==> config.mk <==
export PLATFORM = sky130hd
export DESIGN_NAME = write_buffer
export DESIGN_NICKNAME = d
export VERILOG_FILES = /design/src/rtl/lc3b_types.sv /design/src/rtl/wb_entry_array.sv /design/src/rtl/write_buffer.sv
export SDC_FILE = /design/constraint.sdc
export NUM_CORES = 1
export LEC_CHECK = 0
export CORE_ASPECT_RATIO = 0.6
export CORE_MARGIN = 5
export CORE_UTILIZATION = 30
export DETAILED_ROUTE_END_ITERATION = 8
export PLACE_DENSITY = 0.51
export SLEW_MARGIN = 10
export SYNTH_ARGS = -nofsm -noshare
export SYNTH_HDL_FRONTEND = slang
export SYNTH_SLANG_ARGS = --single-unit
export TNS_END_PERCENT = 30
==> constraint.sdc <==
create_clock -name clk -period 16.8 [get_ports clk]
set_clock_uncertainty 0.15 [all_clocks]
set_input_delay 3.36 -clock clk [delete_from_list [all_inputs] [get_ports clk]]
set_output_delay 3.36 -clock clk [all_outputs]
set_load 0.01 [all_outputs]
==> src/rtl/lc3b_types.sv <==
// Shared LC-3b memory-side types for the write buffer.
// Optional build macro used by write_buffer/wb_entry_array: WB_FORWARD_EN.
package lc3b_types;

  typedef logic [15:0]  lc3b_word;
  typedef logic [127:0] lc3b_cline;
  typedef logic [11:0]  lc3b_line_tag;

  // Byte offset bits inside one 16-byte cache line.
  localparam int unsigned LINE_OFFSET_BITS = 4;

  // What the buffer decides to do with the request it sees while idle.
  typedef enum logic [2:0] {
    ACT_NONE     = 3'd0,  // nothing to do, stay idle
    ACT_ACK      = 3'd1,  // write absorbed (coalesce or enqueue), acknowledge
    ACT_FWD      = 3'd2,  // read served from a buffered line
    ACT_DRAIN    = 3'd3,  // push the head line out to memory
    ACT_MEM_READ = 3'd4   // fetch the requested line from memory
  } idle_action_t;

  // Line-aligned byte address of a line tag.
  function automatic lc3b_word line_base(input lc3b_line_tag tag);
    return {tag, {LINE_OFFSET_BITS{1'b0}}};
  endfunction

endpackage

==> src/rtl/wb_entry_array.sv <==
// Circular store of buffered cache lines: valid bits, line tags, line data,
// tag-match vector and head/tail/count bookkeeping.
// With WB_FORWARD_EN defined an extra port exposes the data of the matching
// entry for read forwarding; without it no forwarding mux exists.
module wb_entry_array
  import lc3b_types::*;
#(
  parameter int unsigned DEPTH = 4,
  parameter int unsigned PTR_W = $clog2(DEPTH),
  parameter int unsigned CNT_W = $clog2(DEPTH) + 1
) (
  input  logic         clk,
  input  logic         rst_n,
  input  lc3b_line_tag lookup_tag,
  input  logic         write_en,
  input  lc3b_cline    write_data,
  input  logic         pop,
  output logic         hit,
`ifdef WB_FORWARD_EN
  output lc3b_cline    hit_data,
`endif
  output lc3b_line_tag head_tag,
  output lc3b_cline    head_data,
  output logic         full,
  output logic         empty
);

  localparam logic [CNT_W-1:0] FULL_COUNT = CNT_W'(DEPTH);

  logic [DEPTH-1:0] valid;
  lc3b_line_tag     tags [DEPTH];
  lc3b_cline        data [DEPTH];
  logic [DEPTH-1:0] match;
  logic [PTR_W-1:0] hit_idx;
  logic [PTR_W-1:0] head;
  logic [PTR_W-1:0] tail;
  logic [CNT_W-1:0] count;

  // Tag compare against every valid entry; at most one entry can match
  // because a write to a buffered line always coalesces.
  always_comb begin
    match   = '0;
    hit_idx = '0;
    for (int i = 0; i < DEPTH; i++) begin
      match[i] = valid[i] && (tags[i] == lookup_tag);
      if (match[i]) begin
        hit_idx = PTR_W'(i);
      end
    end
  end

  assign hit       = |match;
  assign head_tag  = tags[head];
  assign head_data = data[head];
  assign full      = (count == FULL_COUNT);
  assign empty     = (count == '0);

`ifdef WB_FORWARD_EN
  assign hit_data = data[hit_idx];
`endif

  // Bookkeeping: enqueue at tail (unless coalescing) or retire the head.
  // Pointers wrap naturally because DEPTH is a power of two.
  always_ff @(posedge clk) begin
    if (!rst_n) begin
      valid <= '0;
      head  <= '0;
      tail  <= '0;
      count <= '0;
    end else if (write_en) begin
      if (!hit) begin
        valid[tail] <= 1'b1;
        tags[tail]  <= lookup_tag;
        tail        <= tail + 1'b1;
        count       <= count + 1'b1;
      end
    end else if (pop) begin
      valid[head] <= 1'b0;
      head        <= head + 1'b1;
      count       <= count - 1'b1;
    end
  end

  // Line data storage; coalescing writes overwrite the matching entry.
  always_ff @(posedge clk) begin
    if (rst_n && write_en) begin
      if (hit) begin
        data[hit_idx] <= write_data;
      end else begin
        data[tail] <= write_data;
      end
    end
  end

endmodule

==> src/rtl/write_buffer.sv <==
// Write buffer between an L2 cache and physical memory. Line writes are
// absorbed into a small FIFO of lines (coalescing repeats to the same line)
// and drained to memory when the upstream side is quiet or the FIFO is full.
// Build macro WB_FORWARD_EN: reads that hit a buffered line are answered from
// the buffer; otherwise a read first drains the whole buffer, then reads memory.
//
// Handshake: every request (l2_read/l2_write, pmem_read/pmem_write) is held
// level-high by its initiator until the one-cycle resp pulse from the other
// side; the responder only samples requests in its accepting state.
module write_buffer
  import lc3b_types::*;
#(
  parameter int unsigned DEPTH = 4
) (
  input  logic       clk,
  input  logic       rst_n,
  input  lc3b_word   l2_addr,
  input  logic       l2_read,
  input  logic       l2_write,
  input  lc3b_cline  l2_wdata,
  output logic       l2_resp,
  output lc3b_cline  l2_rdata,
  output lc3b_word   pmem_addr,
  output logic       pmem_read,
  output logic       pmem_write,
  output lc3b_cline  pmem_wdata,
  input  logic       pmem_resp,
  input  lc3b_cline  pmem_rdata,
  output logic [1:0] fsm_state
);

  typedef enum logic [1:0] {
    S_IDLE     = 2'd0,
    S_DRAIN    = 2'd1,
    S_MEM_READ = 2'd2,
    S_DONE     = 2'd3
  } state_t;

  state_t       state;
  idle_action_t action;
  lc3b_line_tag req_tag;
  lc3b_line_tag head_tag;
  lc3b_cline    head_data;
  logic         hit;
  logic         full;
  logic         empty;
  logic         write_en;
  logic         pop;
  logic         unused_offset_bits;
`ifdef WB_FORWARD_EN
  lc3b_cline    hit_data;
`endif

  assign req_tag            = l2_addr[15:4];
  assign unused_offset_bits = ^l2_addr[3:0];
  assign fsm_state          = state;

  // The array is updated on the same edge the FSM leaves IDLE/DRAIN.
  assign write_en = (state == S_IDLE) && (action == ACT_ACK);
  assign pop      = (state == S_DRAIN) && pmem_resp;

  wb_entry_array #(
    .DEPTH(DEPTH)
  ) u_entries (
    .clk       (clk),
    .rst_n     (rst_n),
    .lookup_tag(req_tag),
    .write_en  (write_en),
    .write_data(l2_wdata),
    .pop       (pop),
    .hit       (hit),
`ifdef WB_FORWARD_EN
    .hit_data  (hit_data),
`endif
    .head_tag  (head_tag),
    .head_data (head_data),
    .full      (full),
    .empty     (empty)
  );

  // Idle-state decision: reads beat writes, any request beats idle draining.
  always_comb begin
    action = ACT_NONE;
    if (l2_read) begin
`ifdef WB_FORWARD_EN
      action = hit ? ACT_FWD : ACT_MEM_READ;
`else
      action = empty ? ACT_MEM_READ : ACT_DRAIN;
`endif
    end else if (l2_write) begin
      action = (hit || !full) ? ACT_ACK : ACT_DRAIN;
    end else if (!empty) begin
      action = ACT_DRAIN;
    end
  end

  // Control FSM with registered memory-side and upstream outputs.
  always_ff @(posedge clk) begin
    if (!rst_n) begin
      state      <= S_IDLE;
      l2_resp    <= 1'b0;
      l2_rdata   <= '0;
      pmem_read  <= 1'b0;
      pmem_write <= 1'b0;
      pmem_addr  <= '0;
      pmem_wdata <= '0;
    end else begin
      case (state)
        S_IDLE: begin
          case (action)
            ACT_ACK: begin
              l2_resp <= 1'b1;
              state   <= S_DONE;
            end
            ACT_FWD: begin
`ifdef WB_FORWARD_EN
              l2_rdata <= hit_data;
`endif
              l2_resp  <= 1'b1;
              state    <= S_DONE;
            end
            ACT_DRAIN: begin
              pmem_write <= 1'b1;
              pmem_addr  <= line_base(head_tag);
              pmem_wdata <= head_data;
              state      <= S_DRAIN;
            end
            ACT_MEM_READ: begin
              pmem_read <= 1'b1;
              pmem_addr <= line_base(req_tag);
              state     <= S_MEM_READ;
            end
            default: state <= S_IDLE;
          endcase
        end
        S_DRAIN: begin
          if (pmem_resp) begin
            pmem_write <= 1'b0;
            state      <= S_IDLE;
          end
        end
        S_MEM_READ: begin
          if (pmem_resp) begin
            pmem_read <= 1'b0;
            l2_rdata  <= pmem_rdata;
            l2_resp   <= 1'b1;
            state     <= S_DONE;
          end
        end
        S_DONE: begin
          l2_resp <= 1'b0;
          state   <= S_IDLE;
        end
        default: state <= S_IDLE;
      endcase
    end
  end

endmodule

Yosys cells after proc, flatten, opt, wreduce, memory -nomap -nowiden

Memories as Yosys holds them, arrays and structs flattened. A register that Yosys moved wholly into a read port is not among the register bits.
Cells that the tools add are included.

Register bits: 160
Memories: 2
Bits in writable memories: 560
Memory bits (read-only): 0
Logic and storage cells: 120
Latch bits: 0

$mul: 0
Div/mod/pow operators: 0
$add $sub $neg: 4
Bitwise logic cells: 5
Shifts and indexed selects: 0
$lt $le $gt $ge: 4
Reduce and logical (&&, ||, !) cells: 32
Equal/unequal tests: 18
Muxes and demuxes: 45

Memories:

| memory         | words | width | read ports | clocked after Yosys merged registers in | write ports | line                 | source |
|---|---|---|---|---|---|---|---|
| u_entries.data | 4     | 128   | 1          | 1                                       | 1           | wb_entry_array.sv:32 | `lc3b_cline data [DEPTH];` |
| u_entries.tags | 4     | 12    | 5          | 1                                       | 1           | wb_entry_array.sv:31 | `lc3b_line_tag tags [DEPTH];` |

Operators with widths:

| cell                                                       | count |
|---|---|
| two-way mux 128 bit                                        | 1 |
| OR reduction 128 bit                                       | 1 |
| == test 12 bit                                             | 4 |
| one-hot mux 16 bit (2 select lines)                        | 1 |
| two-way mux 2 bit                                          | 10 |
| two-way mux 1 bit                                          | 18 |
| two-way mux 3 bit                                          | 5 |
| AND reduction 2 bit                                        | 7 |
| two-way mux 4 bit                                          | 3 |
| logical AND 1 bit                                          | 9 |
| AND reduction 3 bit                                        | 3 |
| inequality test 2 bit, second input constant               | 4 |
| one-hot mux 2 bit (4 select lines)                         | 1 |
| nonzero test 2 bit                                         | 4 |
| == test 3 x 2 -> 1 bit, second input constant              | 2 |
| == test 3 bit, second input constant                       | 2 |
| less-than comparator 2 x 3 -> 1 bit, second input constant | 2 |
| one-hot mux 2 bit (3 select lines)                         | 1 |
| adder 2 x 1 -> 2 bit, second input constant                | 2 |
| AND 4 bit                                                  | 1 |
| demux 1 bit (select 2 bit)                                 | 2 |
| == test 2 bit, second input constant                       | 2 |
| >= comparator 2 x 1 -> 1 bit, second input constant        | 2 |
| inequality test 2 x 1 -> 1 bit, second input constant      | 2 |
| 16 further kinds                                           | 19 |

Logic depth before layout (Yosys ltp)

Gate-level depths: netlist (run 1).
An unclocked memory read counts as a cell.

Word-level depth: 15
Depth in mapped cells: 11

Cells and area by module

From an unflattened synthesis (run 1), not the netlist that was laid out.

Cells, all modules: 2127
Area, all modules: 32157.1 µm²

By module, submodules not included:

| module         | area each (µm²) | instances | cells each |
|---|---|---|---|
| wb_entry_array | 21548.2         | 1         | 909 |
| write_buffer   | 10608.9         | 1         | 1218 |

Worst setup path before layout (run 1)

No wires, ideal clock.

Kind: in2reg
From: in l2_addr[4]
To: mem u_entries.data[0][0] in the netlist's numbering (enable)
Stages on the path: 9
Setup slack: 5.523 ns
Data arrival time: 10.510 ns
Required time: 16.033 ns
Path buffers: 2
Path through: clkbuf_1 > xnor2_1 > nand3_1 > or4_1 > nor4bb_1 > buf_6 > a31oi_1 > nand3_1 > nor2_1

Word-level cells in the longest chain between the ends: 14
Elaborated cells between the ends (all ways): 28
Classes of those cells: eq/ne (5); mux (14); reduce/logical (9)

RTL lines:

| item                                                                           | line                 | source |
|---|---|---|
| from (decl)                                                                    | write_buffer.sv:17   | `input lc3b_word l2_addr,` |
| == test 12 bit                                                                 | wb_entry_array.sv:45 | `match[i] = valid[i] && (tags[i] == lookup_tag);` |
| logical AND 1 bit                                                              | wb_entry_array.sv:45 |  |
| OR reduction 4 bit                                                             | wb_entry_array.sv:52 | `assign hit = \|match;` |
| logical OR 1 bit                                                               | write_buffer.sv:91   | `action = (hit \|\| !full) ? ACT_ACK : ACT_DRAIN;` |
| two-way mux 2 bit                                                              | write_buffer.sv:91   |  |
| two-way mux 2 bit                                                              | write_buffer.sv:90   | `end else if (l2_write) begin` |
| two-way mux 3 bit                                                              | write_buffer.sv:84   | `if (l2_read) begin` |
| == test 3 x 1 -> 1 bit                                                         | write_buffer.sv:59   | `assign write_en = (state == S_IDLE) && (action == ACT_ACK);` |
| logical AND 1 bit                                                              | write_buffer.sv:59   |  |
| logical AND 1 bit                                                              | wb_entry_array.sv:86 | `if (rst_n && write_en) begin` |
| two-way mux 1 bit                                                              | wb_entry_array.sv:86 |  |
| two-way mux 1 bit (not written as such)                                        | wb_entry_array.sv:90 | `data[tail] <= write_data;` |
| OR reduction 128 bit (no source line)                                          | --                   |  |
| two-way mux 2 bit (no source line) / two-way mux 1 bit (equally long branches) | --                   |  |
| to (decl)                                                                      | wb_entry_array.sv:32 |  |

Several ways; a longest one is shown, not always the timed one.

Worst setup path in the final report (run 1)

From: in l2_addr[12]
To: mem u_entries.data[1][102] in the netlist's numbering (enable)

Same word-level chain as after synthesis.

==> flow_summary.json, run 1 <==
{
  "final.setup.worst_slack_ns": 9.24,
  "endpoint": "u_entries.data[1][102]",
  "period_share_pct": 45.0,
  "setup-tns-final_ns": 0,
  "r2r-end": "u_entries.data[1][102]",
  "synth-edff-count": 560,
  "start_kind": "input port",
  "max-vdd-ir-drop_mv": 0.147,
  "instances_no_fill": 3991,
  "final_area_um2": 41500,
  "ys_ff_latch": 846,
  "p_comb_share_pct": 21.5,
  "clockBufferDepth": 3,
  "max_freq_ghz": 0.132,
  "ant_nets": 0,
  "grt_max_degree": 151,
  "cts_made_buffers": 85,
  "rows": 92,
  "die_y_um": 263,
  "ys_types": 46,
  "drive_gt1_share_pct": 11.9,
  "grt_antenna_before_repair": 16,
  "syn_area_per_cell_um2": 16.2,
  "hold_path_depth": 2,
  "swShare_pct": 27.0,
  "slew_headroom_pct": 32.1,
  "post-place-cells": 3824,
  "pwr-share-clk_pct": 33.8,
  "grt_pass1_vias": 19000,
  "critical_path.startpoint": "l2_addr[12]",
  "routedWlPerCell_um": 21.1,
  "core_area_um2": 105000,
  "dp_slack_ns": 8.46,
  "ys_warn_count": 0,
  "reg2reg_from": "u_entries.tags[0][3]",
  "yosysSeqAreaShare_pct": 70.6,
  "outcome": "finished clean",
  "cts_tree": "yes",
  "netlist_area_um2": 31900,
  "synth.most_common_cell": "edfxtp_1",
  "clock-root-buffer": "clkbuf_16",
  "worst_pin_slew_ns": 1.02,
  "critPathArrivalTime_ns": 7.70,
  "grt-ovfl-total": 0,
  "crit_path_end_kind": "flop",
  "clock_sinks": 846,
  "insertion_delay_ns": 0.67,
  "ys_top_cells_by_count": "edfxtp_1 (560), dfxtp_1 (286), nand2_1 (268)",
  "drc": 0,
  "num-fill-cells": 9722,
  "seqPwrFrac_pct": 44.7,
  "totalWireLength_mm": 84.4,
  "dr.pass1.iters": 5,
  "grt_first_pass_wirelength_mm": 126,
  "p_switching_mw": 1.51,
  "io_buffers": 545,
  "die_w_um": 431,
  "reg2reg_slack_ns": 12.22,
  "p_per_area_nw_per_um2": 135,
  "syn_inst": 1975,
  "power_mw": 5.60,
  "hold_viol": 0,
  "dpl_cell_area_um2": 38700,
  "ctsHoldBuffers": 0,
  "viasPerCell": 4.52,
  "dominantRegCellSynth": "edfxtp_1",
  "synth.area.top_cells": "edfxtp_1 (53%), dfxtp_1 (18%), mux4_2 (9.9%), mux2i_1 (4.0%), nand2_1 (3.2%)",
  "hpwl_mm": 51.7,
  "postCtsSetupRepairBufs": 0,
  "synth.top_cell.area_share_pct": 52.7,
  "finalCoreUtilization_pct": 39.4,
  "cap_violations": 0,
  "async_flop_share_pct": 0,
  "hp-class": "flop to flop",
  "gp_congestion": 0.806,
  "synth.largest_area_cell": "edfxtp_1",
  "num_vias": 18000,
  "setup_viol": 0,
  "p_leak_nw": 13.8,
  "nets": 2787,
  "path_class": "input port to flop",
  "hold_ws_ns": 0.317,
  "cp.required_ns": 16.94,
  "drtIter0Drc": 850,
  "clkTransAtPathRegs_ns": 0.06,
  "rsz0062_at_grt": "no",
  "period_needed_ns": 7.56,
  "timing.reg2reg.worst_path_depth": 11,
  "io_pins": 554,
  "die_area_um2": 113000,
  "post_cts_resized": 0,
  "path_max_fanout": 53,
  "hold_path_startpoint": "l2_rdata[16]",
  "areaGrowthSynthToFinish_pct": 30.0,
  "initial_core_util_pct": 30.3,
  "grtUsageTotal_pct": 14.6,
  "p_int_mw": 4.08,
  "slew_violations": 0,
  "htreeDepth": 3
}
## kinds of logic after synthesis
family	after synthesis	share of synthesized area, %
buffers and inverters	149	2.48
muxes	268	13.9
AOI/OAI and AO/OA	183	4.33
other	1	0.0117
xor gates and xnor gates	53	1.45
adders and majority gates	9	0.376
DFF	846	70.6
and+or+nand+nor	466	6.85
## how the worst min path moves through the flow
stage	endpoint	slack [ns]
5_1_grt	l2_rdata[22]	0.34
3_5_place_dp	l2_rdata[16]	0.31
3_3_place_gp	l2_rdata[82]	0.31
2_1_floorplan	u_entries.valid[1]	0.31
6_report	l2_rdata[16]	0.32
4_1_cts	l2_rdata[16]	0.32
## state kept, by name (all words and copies together) (netlist names), named ones only
register,count
u_entries.valid,4
pmem_read,1
pmem_wdata,128
l2_rdata,128
pmem_write,1
u_entries.data,512
u_entries.count,3
u_entries.tail,2
u_entries.tags,48
fsm_state,2
pmem_addr,12
l2_resp,1
u_entries.head,2
## layout make-up
class / instances / area [µm²] / area share, %
timing repair buffer: 565 / 5660 / 13.6
clock buffer: 129 / 2420 / 5.84
antenna: 10 / 25.0 / 0.0603
inverter: 20 / 75.1 / 0.181
tap: 1410 / 1760 / 4.25
clock inverter: 28 / 362 / 0.871
multi-input combinational: 983 / 8650 / 20.8
sequential: 846 / 22500 / 54.3
## critical path, cell delays in order
cell and delay [ns]:
clkdlybuf4s50_1 0.62, xnor2_1 0.35, nand4_1 0.14, or4_1 0.56
nor4bb_1 0.15, buf_4 0.21, a31oi_1 0.30, buf_4 0.22
nand3_1 0.19, nor2_4 0.18, buf_4 0.51, buf_4 0.80
## power groups by stage
stage	clock network, mW	logic, mW	registers (mW)
3_3_place_gp	0	1.21	2.54
5_1_grt	2.06	1.31	2.53
2_1_floorplan	0	0.675	2.58
4_1_cts	1.97	1.23	2.51
6_report	1.89	1.20	2.50
3_5_place_dp	0	1.23	2.55
## cell usage in the layout, fill, tap and decap left out, types with 5 or more instances in the layout
| master | Yosys | routed |
|---|---|---|
| clkbuf_1 | 93 | 31 |
| clkdlybuf4s50_1 | 0 | 544 |
| a31oi_1 | 15 | 15 |
| nor2b_1 | 134 | 134 |
| nand2_1 | 268 | 268 |
| a21oi_1 | 10 | 10 |
| clkbuf_8 | 0 | 14 |
| nand4_1 | 8 | 8 |
| inv_1 | 20 | 20 |
| xnor2_1 | 52 | 52 |
| buf_4 | 5 | 15 |
| mux2i_1 | 128 | 128 |
| dfxtp_1 | 286 | 284 |
| and2_1 | 5 | 5 |
| a21boi_0 | 130 | 130 |
| clkinv_2 | 0 | 11 |
| o221a_2 | 12 | 12 |
| nor2_1 | 23 | 18 |
| mux4_2 | 140 | 140 |
| edfxtp_1 | 560 | 560 |
| nand3_1 | 7 | 7 |
| nor2_4 | 0 | 5 |
| clkbuf_16 | 0 | 85 |
| and3_1 | 5 | 5 |
| ha_1 | 8 | 8 |
| diode_2 | 0 | 10 |
## layer usage
| layer | vias up | GRT usage (%) | routed length [µm] |
|---|---|---|---|
| met1 | 9120 | 18.1 | 35600 |
| met5 | - | 0 | 73 |
| met4 | 10 | 3.55 | 1500 |
| met3 | 104 | 4.80 | 5690 |
| li1 | 8391 | - | - |
| met2 | 414 | 24.8 | 41500 |
(Power assumes the default switching activity.)
==> run 2: changes to the inputs <==
==> constraint.sdc (replaced) <==
create_clock -name clk -period 7.11 [get_ports clk]
set_clock_uncertainty 0.15 [all_clocks]
set_input_delay 1.422 -clock clk [delete_from_list [all_inputs] [get_ports clk]]
set_output_delay 1.422 -clock clk [all_outputs]
set_load 0.01 [all_outputs]
==> flow_summary.json, run 2 (synthesis results as in run 1) <==
{
  "outcome": "finished clean",
  "grtUsageTotal_pct": 14.5,
  "postCtsSetupRepairBufs": 0,
  "ant_nets": 0,
  "die_w_um": 431,
  "io_pins": 554,
  "final_common_cell": "edfxtp_1",
  "hold_viol": 0,
  "clock_sinks": 846,
  "die_y_um": 263,
  "final_area_um2": 41700,
  "max_freq_ghz": 0.187,
  "nets": 2792,
  "viasPerCell": 4.51,
  "setup_viol": 0,
  "core_area_um2": 105000,
  "period_needed_ns": 5.36,
  "instances_no_fill": 3998,
  "mostFrequentLayoutCells": "edfxtp_1 (560), clkdlybuf4s50_1 (544), dfxtp_1 (284)",
  "slew_violations": 0,
  "grt-ovfl-total": 0,
  "slew_headroom_pct": 28.2,
  "power_mw": 13.2,
  "drive_gt1_share_pct": 12.5,
  "ctsHoldBuffers": 0,
  "num_vias": 18000,
  "dr.pass1.iters": 5,
  "grt_first_pass_wirelength_mm": 125,
  "critPathArrivalTime_ns": 5.52,
  "grt_pass1_vias": 19300,
  "start_kind": "input port",
  "initial_core_util_pct": 30.3,
  "max-vdd-ir-drop_mv": 0.216,
  "path_max_fanout": 60,
  "dpl_cell_area_um2": 38800,
  "htreeDepth": 3,
  "hp-class": "flop to flop",
  "p_per_area_nw_per_um2": 317,
  "clock-root-buffer": "clkbuf_16",
  "post_cts_resized": 0,
  "reg.largest.list": "u_entries.data x512, l2_rdata x128, pmem_wdata x128",
  "cp.required_ns": 7.27,
  "hpwl_mm": 52.8,
  "largest_reg_flops": 512,
  "post-place-cells": 3829,
  "gp_congestion": 0.814,
  "p_leak_nw": 13.8,
  "rsz0062_at_grt": "no",
  "worst_pin_slew_ns": 1.08,
  "cap_violations": 0,
  "top_register": "u_entries.data",
  "routedWlPerCell_um": 21.0,
  "areaGrowthSynthToFinish_pct": 30.5,
  "crit_path_end_kind": "flop",
  "clockBufferDepth": 3,
  "insertion_delay_ns": 0.66,
  "clkTransAtPathRegs_ns": 0.06,
  "cts_tree": "yes",
  "die_area_um2": 113000,
  "drtIter0Drc": 966,
  "drc": 0,
  "path_class": "input port to flop",
  "totalWireLength_mm": 83.9,
  "grt_max_degree": 129,
  "setup-tns-final_ns": 0,
  "rows": 92,
  "num-fill-cells": 9713,
  "period_share_pct": 75.4,
  "cts_made_buffers": 85,
  "io_buffers": 545,
  "grt_antenna_before_repair": 17
}
[run 2: changes by cell type in the layout (fill, tap and decap cells not counted)]
| cell | previous run | this run |
|---|---|---|
| buf_4 | 15 | 13 |
| clkbuf_1 | 31 | 17 |
| inv_16 | 4 | 0 |
| clkinv_2 | 11 | 13 |
| clkinv_1 | 3 | 10 |
| clkinv_4 | 2 | 0 |
| clkinv_8 | 0 | 2 |
| buf_6 | 1 | 0 |
| clkinvlp_4 | 0 | 9 |
| clkbuf_8 | 14 | 15 |
| buf_12 | 4 | 12 |
| bufinv_16 | 4 | 5 |
[run 2: cell type report]
type / count / area, µm² / share of cell area [%]
Sequential cell: 846 / 22500 / 54.1
Clock buffer: 116 / 2380 / 5.72
Multi-Input combinational cell: 983 / 8650 / 20.8
Inverter: 20 / 75.1 / 0.180
Timing Repair Buffer: 570 / 5800 / 13.9
Tap cell: 1410 / 1760 / 4.23
Antenna cell: 10 / 25.0 / 0.0601
Clock inverter: 43 / 430 / 1.03
[run 2: per-layer routing]
metal / up-vias / track usage (%) / part of all wire [%]
met2: 430 / 25.1 / 50
met1: 9067 / 17.9 / 42
met3: 131 / 4.41 / 6.3
met4: 14 / 3.16 / 1.9
met5: - / 0 / 0.11
li1: 8396 / - / -
[run 2: path summary, 6_finish.rpt]
kind	from	end	slack [ns]	cells past startpoint
worst max-delay path	l2_addr[8]	u_entries.data[1][114]	1.75	11
worst min-delay path	l2_rdata[88]	l2_rdata[88]	0.32	2
worst max register to register	u_entries.tags[3][4]	u_entries.data[1][114]	2.84	10
worst min register to register	l2_rdata[88]	l2_rdata[88]	0.32	2
[run 2: worst max-delay path, cell delays in order]
cell and delay [ns]:
clkdlybuf4s50_1 0.62, xnor2_1 0.38, nand4_1 0.21, nor4_1 0.71
nor4bb_1 0.15, buf_4 0.21, a31oi_1 0.33, buf_4 0.22
nand3_1 0.19, nor2_4 0.55, buf_12 0.40
[run 2: per-stage QoR]
| step | hold slack, ns | worst slack [ns] | utilization [%] |
|---|---|---|---|
| global route | 0.337 | 1.55 | 39.5 |
| finish | 0.316 | 1.75 | 39.6 |
| global placement | 0.305 | 1.15 | 36.9 |
| floorplan | 0.312 | -0.112 | - |
| detailed placement | 0.312 | 1.06 | 36.9 |
| CTS | 0.320 | 1.76 | 39.5 |
[run 2: report_power, final]
group | switching [mW] | internal (mW)
clock network | 1.93 | 2.55
registers | 0.287 | 5.65
logic | 1.34 | 1.48
total | 3.55 | 9.68
